===== src/rtl/evt_group_scheduler.sv =====
// rtl/evt_group_scheduler.sv - round-robin pixel-group scheduler feeding an event FIFO
// Optional timestamp counter enabled by defining EVT_SCHED_TIMESTAMP_EN.
module evt_group_scheduler #(
    parameter int NUM_GRP    = 4,
    parameter int ADD_W      = 3,
    parameter int FIFO_DEPTH = 8,
    parameter int TS_W       = 16,
    localparam int GID_W     = $clog2(NUM_GRP),
    localparam int PTR_W     = $clog2(FIFO_DEPTH),
    localparam int CNT_W     = PTR_W + 1,
    localparam int DATA_W    = GID_W + 2 * ADD_W + TS_W
) (
    input  logic                            clk_i,
    input  logic                            reset_i,
    input  logic [NUM_GRP-1:0]              grp_req_i,
    input  logic [NUM_GRP-1:0]              grp_active_i,
    input  logic [NUM_GRP-1:0]              grp_release_i,
    input  logic [NUM_GRP-1:0][ADD_W-1:0]   grp_x_add_i,
    input  logic [NUM_GRP-1:0][ADD_W-1:0]   grp_y_add_i,
    output logic [NUM_GRP-1:0]              grp_enable_o,
    output logic                            evt_valid_o,
    input  logic                            evt_ready_i,
    output logic [DATA_W-1:0]               evt_data_o,
    output logic [CNT_W-1:0]                fifo_count_o,
    output logic                            ovf_o
);

    typedef enum logic [1:0] {
        IDLE       = 2'd0,
        SELECT     = 2'd1,
        SERVE      = 2'd2,
        WAIT_SPACE = 2'd3
    } state_t;

    state_t             state_q, state_d;
    logic [GID_W-1:0]   ptr_q, ptr_d, sel_q, sel_d, pick, idx;
    logic               found;
    logic [DATA_W-1:0]  mem [FIFO_DEPTH];
    logic [PTR_W-1:0]   wr_ptr_q, rd_ptr_q;
    logic [CNT_W-1:0]   count_q, count_next;
    logic [TS_W-1:0]    ts;
    logic               push, pop, full, wr_en;

`ifdef EVT_SCHED_TIMESTAMP_EN
    always_ff @(posedge clk_i or posedge reset_i) begin
        if (reset_i) ts <= '0;
        else         ts <= ts + TS_W'(1);
    end
`else
    assign ts = '0;
`endif

    // Circular search starting at ptr; power-of-two NUM_GRP makes the wrap free.
    always_comb begin
        found = 1'b0;
        pick  = '0;
        idx   = '0;
        for (int i = 0; i < NUM_GRP; i++) begin
            idx = ptr_q + GID_W'(i);
            if (!found && grp_req_i[idx]) begin
                found = 1'b1;
                pick  = idx;
            end
        end
    end

    assign full        = (count_q == CNT_W'(FIFO_DEPTH));
    assign evt_valid_o = (count_q != '0);
    assign pop         = evt_valid_o && evt_ready_i;
    assign push        = (state_q == SERVE) && grp_active_i[sel_q];
    assign wr_en       = push && (!full || pop);
    assign count_next  = count_q + CNT_W'(wr_en) - CNT_W'(pop);

    always_comb begin
        state_d = state_q;
        ptr_d   = ptr_q;
        sel_d   = sel_q;
        case (state_q)
            IDLE: if (|grp_req_i) state_d = SELECT;
            SELECT: begin
                if (found) begin
                    sel_d   = pick;
                    state_d = SERVE;
                end else begin
                    state_d = IDLE;
                end
            end
            SERVE: begin
                // Group hand-off wins over almost-full back-pressure.
                if (grp_release_i[sel_q] || !grp_req_i[sel_q]) begin
                    ptr_d   = sel_q + GID_W'(1);
                    state_d = SELECT;
                end else if (count_next >= CNT_W'(FIFO_DEPTH - 2)) begin
                    state_d = WAIT_SPACE;
                end
            end
            WAIT_SPACE: if (count_q <= CNT_W'(FIFO_DEPTH / 2)) state_d = SELECT;
            default: state_d = IDLE;
        endcase
    end

    always_ff @(posedge clk_i or posedge reset_i) begin
        if (reset_i) begin
            state_q  <= IDLE;
            ptr_q    <= '0;
            sel_q    <= '0;
            wr_ptr_q <= '0;
            rd_ptr_q <= '0;
            count_q  <= '0;
            ovf_o    <= 1'b0;
        end else begin
            state_q <= state_d;
            ptr_q   <= ptr_d;
            sel_q   <= sel_d;
            count_q <= count_next;
            if (wr_en) wr_ptr_q <= wr_ptr_q + PTR_W'(1);
            if (pop)   rd_ptr_q <= rd_ptr_q + PTR_W'(1);
            if (push && full && !pop) ovf_o <= 1'b1;
        end
    end

    always_ff @(posedge clk_i) begin
        if (wr_en) mem[wr_ptr_q] <= {sel_q, grp_x_add_i[sel_q], grp_y_add_i[sel_q], ts};
    end

    // Enable decodes straight from state so an async reset drops it immediately.
    assign grp_enable_o = (state_q == SERVE) ? (NUM_GRP'(1) << sel_q) : '0;
    assign evt_data_o   = evt_valid_o ? mem[rd_ptr_q] : '0;
    assign fifo_count_o = count_q;

endmodule


===== config.mk =====
export PLATFORM = sky130hd
export DESIGN_NAME = evt_group_scheduler
export DESIGN_NICKNAME = d
export VERILOG_FILES = /design/src/rtl/evt_group_scheduler.sv
export SDC_FILE = /design/constraint.sdc
export NUM_CORES = 1
export LEC_CHECK = 0
export CAP_MARGIN = 40
export CORE_MARGIN = 8
export CORE_UTILIZATION = 56
export CTS_BUF_LIST = sky130_fd_sc_hd__clkbuf_16
export CTS_CLUSTER_DIAMETER = 150
export DETAILED_ROUTE_END_ITERATION = 16
export GPL_TIMING_DRIVEN = 0
export PLACE_DENSITY = 0.95
export SLEW_MARGIN = 20
export SYNTH_ARGS = -nofsm -noshare
export SYNTH_HDL_FRONTEND = slang
export SYNTH_SLANG_ARGS = --single-unit

===== constraint.sdc =====
create_clock -name clk_i -period 4.26 [get_ports clk_i]
set_input_delay 0.852 -clock clk_i [delete_from_list [all_inputs] [get_ports clk_i]]
set_output_delay 0.852 -clock clk_i [all_outputs]
set_load 0.005 [all_outputs]

After elaboration in Yosys (flattened, before gate mapping)
Memories as Yosys holds them, arrays and structs flattened.
Index checks and enable logic that the tools add are counted.
Widths: inputs -> output; s select.
{"block": "word_totals", "regBits": 17, "mem_bits_rw": 64, "output_inout_bits": 34, "mem_count": 1}
{"block": "classes", "n_addsub": 8, "magnitude_cmp": 7, "eq_ne": 7, "shifts": 1, "muxes": 36, "reduce_logical": 22}
{"memory": "mem", "depth": 8, "width": 8, "rd": 1, "rd_clocked_by_memory_dff": 0, "wr": 1, "line_no": "38", "text": "logic [DATA_W-1:0] mem [FIFO_DEPTH];"}
{"op": "$mux 24", "n": 1}
{"op": "$mux 2", "n": 9}
{"op": "$lt 2x3->1 const B", "n": 5}
{"op": "$bmux 1 s2", "n": 7}
{"op": "$mux 1", "n": 13}
{"op": "$bmux 3 s2", "n": 2}
{"op": "$logic_and 1x1->1", "n": 8}
{"op": "$pmux 2 s4", "n": 1}
{"op": "$add 3x1->3 const B", "n": 2}
{"op": "$logic_not 1->1", "n": 6}
{"op": "$mux 3", "n": 2}
{"op": "$add 2x1->2 const B", "n": 2}
{"op": "$add 2x2->2 const B", "n": 2}
{"op": "$add 4x1->4", "n": 1}
{"op": "$eq 2x2->1 const B", "n": 2}
{"op": "$eq 4x4->1 const B", "n": 1}
{"op": "$ge 4x3->1 const B", "n": 1}
{"op": "$le 4x3->1 const B", "n": 1}
{"op": "$mux 4", "n": 1}
{"op": "$ne 2x2->1 const B", "n": 2}
{"op": "$reduce_and 2->1", "n": 2}
{"op": "$reduce_bool 4->1", "n": 1}
{"op": "$reduce_or 4->1", "n": 1}
{"op": "$shl 1x2->4 const A", "n": 1}
{"op": "6 further kinds", "n": 7}

Longest topological paths before layout
Gate-level depths: netlist of the first run.
{"block": "logic_depth", "depth_word": 14, "depth_mapped": 14, "depth_no_buf": 13}

Worst setup path after synthesis of the first run
No wires, ideal clock.
{"block": "synth_path", "path_kind": "input to register", "start": "input port grp_active_i[1]", "end": "register state_q[1]", "arrival_ns": 3.045, "t_required_ns": 4.135, "setup_slack_ns": 1.090, "stages": 9, "n_path_buf": 0, "path_cell_list": "mux4_1 nand2_1 nand3_1 o21ai_0 ha_1 fa_1 and2_1 o31a_1 mux2_4"}
{"block": "synth_via", "elab_chain_len": 9}
{"element": "from (decl)", "line_no": "16", "text": "input logic [NUM_GRP-1:0] grp_active_i,"}
{"element": "$bmux 1 s2", "line_no": "70", "text": "assign push = (state_q == SERVE) && grp_active_i[sel_q];"}
{"element": "$mux 1 (implied by the code)", "line_no": "70"}
{"element": "$logic_and 1x1->1", "line_no": "70"}
{"element": "$logic_and 1x1->1", "line_no": "71", "text": "assign wr_en = push && (!full || pop);"}
{"element": "$add 4x1->4", "line_no": "72", "text": "assign count_next = count_q + CNT_W'(wr_en) - CNT_W'(pop);"}
{"element": "$sub 4x1->4", "line_no": "72"}
{"element": "net count_next[1]", "line_no": "40", "text": "logic [CNT_W-1:0] count_q, count_next;"}
{"element": "$ge 4x3->1", "line_no": "93", "text": "end else if (count_next >= CNT_W'(FIFO_DEPTH - 2)) begin"}
{"element": "$ne 3x1->1 (no source line)"}
{"element": "$reduce_and 3->1 (no source line)"}
{"element": "to (signal assigned)", "line_no": "112", "text": "state_q <= state_d;"}
{"element": "to (decl)", "line_no": "35", "text": "state_t state_q, state_d;"}
The timed path passes the listed nets, and every way through them passes these cells. The select of a mux whose other input is x is not followed.
A chain may end at the register's enable or synchronous reset.

Worst setup path in the final report of the first run
{"block": "layout_path", "start": "register rd_ptr_q[1]", "end": "output port evt_data_o[16]"}
{"block": "layout_via", "elab_chain_len": 2}
{"element": "from (decl)", "line_no": "39", "text": "logic [PTR_W-1:0] wr_ptr_q, rd_ptr_q;"}
{"element": "from (signal assigned)", "line_no": "117", "text": "if (pop) rd_ptr_q <= rd_ptr_q + PTR_W'(1);"}
{"element": "$mem_v2 8x8"}
{"element": "$mux 24", "line_no": "128", "text": "assign evt_data_o = evt_valid_o ? mem[rd_ptr_q] : '0;"}
{"element": "to (decl)", "line_no": "23", "text": "output logic [DATA_W-1:0] evt_data_o,"}
Every way passes these cells.

==> metrics.csv, run 1 <==
stage;metric;value;unit
critical_path;slowest_delay;0.58;ns
synthesis;synth_flop_cell;edfxtp_1;
floorplanning;die_area;0.00994;sq mm
synthesis;syn_inst;251;
sta;fin_crit_sh;87.1;%
floorplanning;die_width;99.7;um
sta;hold_viol;0;
synthesis;yosysSeqAreaShare;59.9;%
layout;layout.nets;394;
clocking;clkSlewWorstSetupHoldPaths;0.06;ns
clocking;cts-root-buf;clkbuf_16;
sta;max_slew.worst_pin.slew;0.839;ns
sta;period_needed;3.71;ns
sta;rsz0062_at_grt;false;
power;peakVddDrop;0.000349;V
critical_path;crit_path_cell_trace;buf_1 -> clkbuf_1 -> mux4_2 -> mux2i_1 -> nor2_1 -> clkdlybuf4s50_1;
power;power.density;659;mW/mm^2
clocking;cts_buffer_depth;2;
placed_design;place_hpwl;6010;um
critical_path;crit_path_end_kind;primary output;
detailed_routing;drtPass1Iterations;7;
synthesis;syn_area;0.00392;sq mm
detailed_routing;antenna_left;0;
clocking;cts_tree;yes;
detailed_routing;vias;2500;
critical_path;cp_max_fo;10;
sta;fmax;269;MHz
critical_path;cp.arrival;2.86;ns
sta;fin_tns_setup;0;ns
grt;antenna_found_initial;0;
hold_path;hold_path.class;flip-flop to flip-flop;
sta;finalMaxSlewViolations;0;
sta;setup_viol;0;
grt;grt_overflow;0;
floorplanning;coreArea;0.00679;sq mm
sta;hold_slack;0.484;ns
clocking;cts_setup_buffers;0;
detailed_routing;drc;0;
clocking;cts_hold_buf;0;
critical_path;cp_slowest_cell;clkbuf_1;
grt;grt_max_degree;18;
synthesis;synth_edf_count;64;
critical_path;startpoint_type;flip-flop;
floorplanning;start_util;57.7;%
detailed_routing;drtIter0Drc;245;
synthesis;yosysWarnings;0;
critical_path;critical_path_class;flip-flop to primary output;
placed_design;place_congestion;0.842;
synthesis;synth_area_per_cell;15.6;sq um
layout;final_common_cell;edfxtp_1;
clocking;worst_skew_pair.late_latency;0.33;ns
critical_path;worstPathRequired;3.41;ns
clocking;cts_resized;0;
floorplanning;ioPinCount;73;
grt;grt_usage;19.5;%
detailed_routing;vias_per_cell;5.72;
flow_run;timing.max_cap.violations;0;
clocking;clkSinkCount;81;
layout;ff_latch_area;0.00235;sq mm
synthesis;synth-seq-cells;81;
synthesis;synth_cell_types;41;
sta;clock_skew;0.00501;ns
floorplanning;die_y;99.7;um
sta;relSlewSlack;43.8;%
clocking;cts-buffers-inserted;9;
clocking;h-tree-depth;3;
layout;diodes;0;
layout;multiInputGateArea;0.00144;sq mm
layout;area_growth;28.5;%
placed_design;portBuffers;56;
grt;grt_pass1_wl;14500;um
floorplanning;row_count;30;
power;leakagePower;1.96;nW
layout;layout-drive-gt1-share;20.5;%
layout;final_cell_mix;edfxtp_1 (64), clkdlybuf4s50_1 (56), mux4_2 (21);
detailed_routing;drt-wirelength-per-cell;21.1;um
detailed_routing;routed_wirelength;9200;um
run_status;status;complete, no violations;
grt;first_global_vias;2583;
layout;nFillCells;391;
synthesis;async_flop_share;21.0;%
==> area by class of cell <==
class / instances / share of cell area (%)
inverter: 11 / 0.819
buffer: 24 / 3.20
multi-input combinational: 150 / 28.5
sequential: 81 / 46.6
tap: 96 / 2.38
clock buffer: 9 / 4.47
timing repair buffer: 60 / 11.7
clock inverter: 6 / 2.31
==> worst paths after layout <==
path | startpoint | end | slack [ns] | cells past startpoint
worst min register to register | ovf_o | ovf_o | 0.48 | 1
worst max-delay path | rd_ptr_q[1] | evt_data_o[16] | 0.55 | 6
max in group asynchronous | reset_i | ptr_q[1] | 2.95 | 2
worst min-delay path | ovf_o | ovf_o | 0.48 | 1
min in group asynchronous | reset_i | state_q[0] | 0.90 | 2
worst max register to register | fifo_count_o[1] | state_q[1] | 0.82 | 12
==> per-layer routing <==
| metal | part of all wire, % | vias up | global-route usage [%] |
|---|---|---|---|
| li1 | - | 1081 | - |
| met1 | 39 | 1226 | 23.4 |
| met2 | 50 | 167 | 31.9 |
| met3 | 9.1 | 26 | 5.66 |
| met4 | 2.4 | 0 | 8.27 |
| met5 | 0 | - | 0 |
==> registers in the layout, indices dropped and copies added, names as in the netlist <==
register	cells
wr_ptr_q	3
ptr_q	2
fifo_count_o	4
rd_ptr_q	3
mem	64
sel_q	2
ovf_o	1
state_q	2
==> report_power, final <==
group	leakage [nW]	switching [mW]	internal [mW]
clock network	0.166	0.310	0.573
logic	1.01	0.617	0.650
registers	0.784	0.122	1.05
==> worst max-delay path: cells and delay by family, from the launching register on <==
kind	cells	cell delay, ns
buffers and inverters	3	1.45
and+or+nand+nor	1	0.08
muxes	2	0.64
DFF	1	0.35
==> synth_stat cells (2+ instances only) <==
| cell type | count | area (sq um) |
|---|---|---|
| a21oi_1 | 5 | 25.0 |
| and2_1 | 6 | 37.5 |
| and4bb_2 | 2 | 25.0 |
| buf_1 | 2 | 7.51 |
| buf_2 | 3 | 15.0 |
| buf_4 | 16 | 120 |
| clkbuf_1 | 2 | 7.51 |
| dfrtp_1 | 17 | 425 |
| edfxtp_1 | 64 | 1920 |
| ha_1 | 17 | 213 |
| inv_1 | 11 | 41.3 |
| mux2_2 | 2 | 22.5 |
| mux2i_1 | 10 | 100 |
| mux4_1 | 2 | 52.6 |
| mux4_2 | 21 | 473 |
| nand2_1 | 15 | 56.3 |
| nand2b_1 | 6 | 37.5 |
| nand3_1 | 4 | 20.0 |
| nor2_1 | 18 | 67.6 |
| nor3_1 | 2 | 10.0 |
| o21ai_0 | 3 | 15.0 |
| xnor2_1 | 3 | 26.3 |
| xor2_1 | 2 | 17.5 |
==> logic make-up (layout without fill, tap and decap cells) <==
family / after synthesis / after routing / share of synthesized area (%)
AND/OR/NAND/NOR: 59 / 59 / 8.33
AO/OA/AOI/OAI: 16 / 16 / 2.58
XOR/XNOR: 5 / 5 / 1.12
other: 1 / 16 / 0.0956
multiplexers: 36 / 36 / 16.9
flip-flops: 81 / 81 / 59.9
buffers and inverters: 35 / 110 / 5.17
adder cells (fa/ha/maj): 18 / 18 / 5.93
==> stage by stage <==
stage | power, mW | instance area, sq um | instances | worst slack [ns] | util, %
after detailed placement | 2.41 | 4670 | 418 | 0.438 | 68.7
after floorplan | 1.94 | 3980 | 266 | 1.09 | -
after global routing | 3.48 | 5040 | 437 | 0.438 | 74.2
after CTS | 3.33 | 5010 | 433 | 0.576 | 73.7
final | 3.32 | 5040 | 437 | 0.549 | 74.2
after global placement | 2.33 | 4660 | 418 | 0.523 | 68.6
No activity file was read; power rests on OpenSTA's default activity.
==> inputs of run 2 (changes only) <==
--- a/config.mk
+++ b/config.mk
@@ -9,7 +9,6 @@
 export CORE_MARGIN = 8
 export CORE_UTILIZATION = 56
 export CTS_BUF_LIST = sky130_fd_sc_hd__clkbuf_16
-export CTS_CLUSTER_DIAMETER = 150
 export DETAILED_ROUTE_END_ITERATION = 16
 export GPL_TIMING_DRIVEN = 0
 export PLACE_DENSITY = 0.95
==> results of run 2 <==
Same layout as run 1: the final DEF is identical, and so are final timing and power.
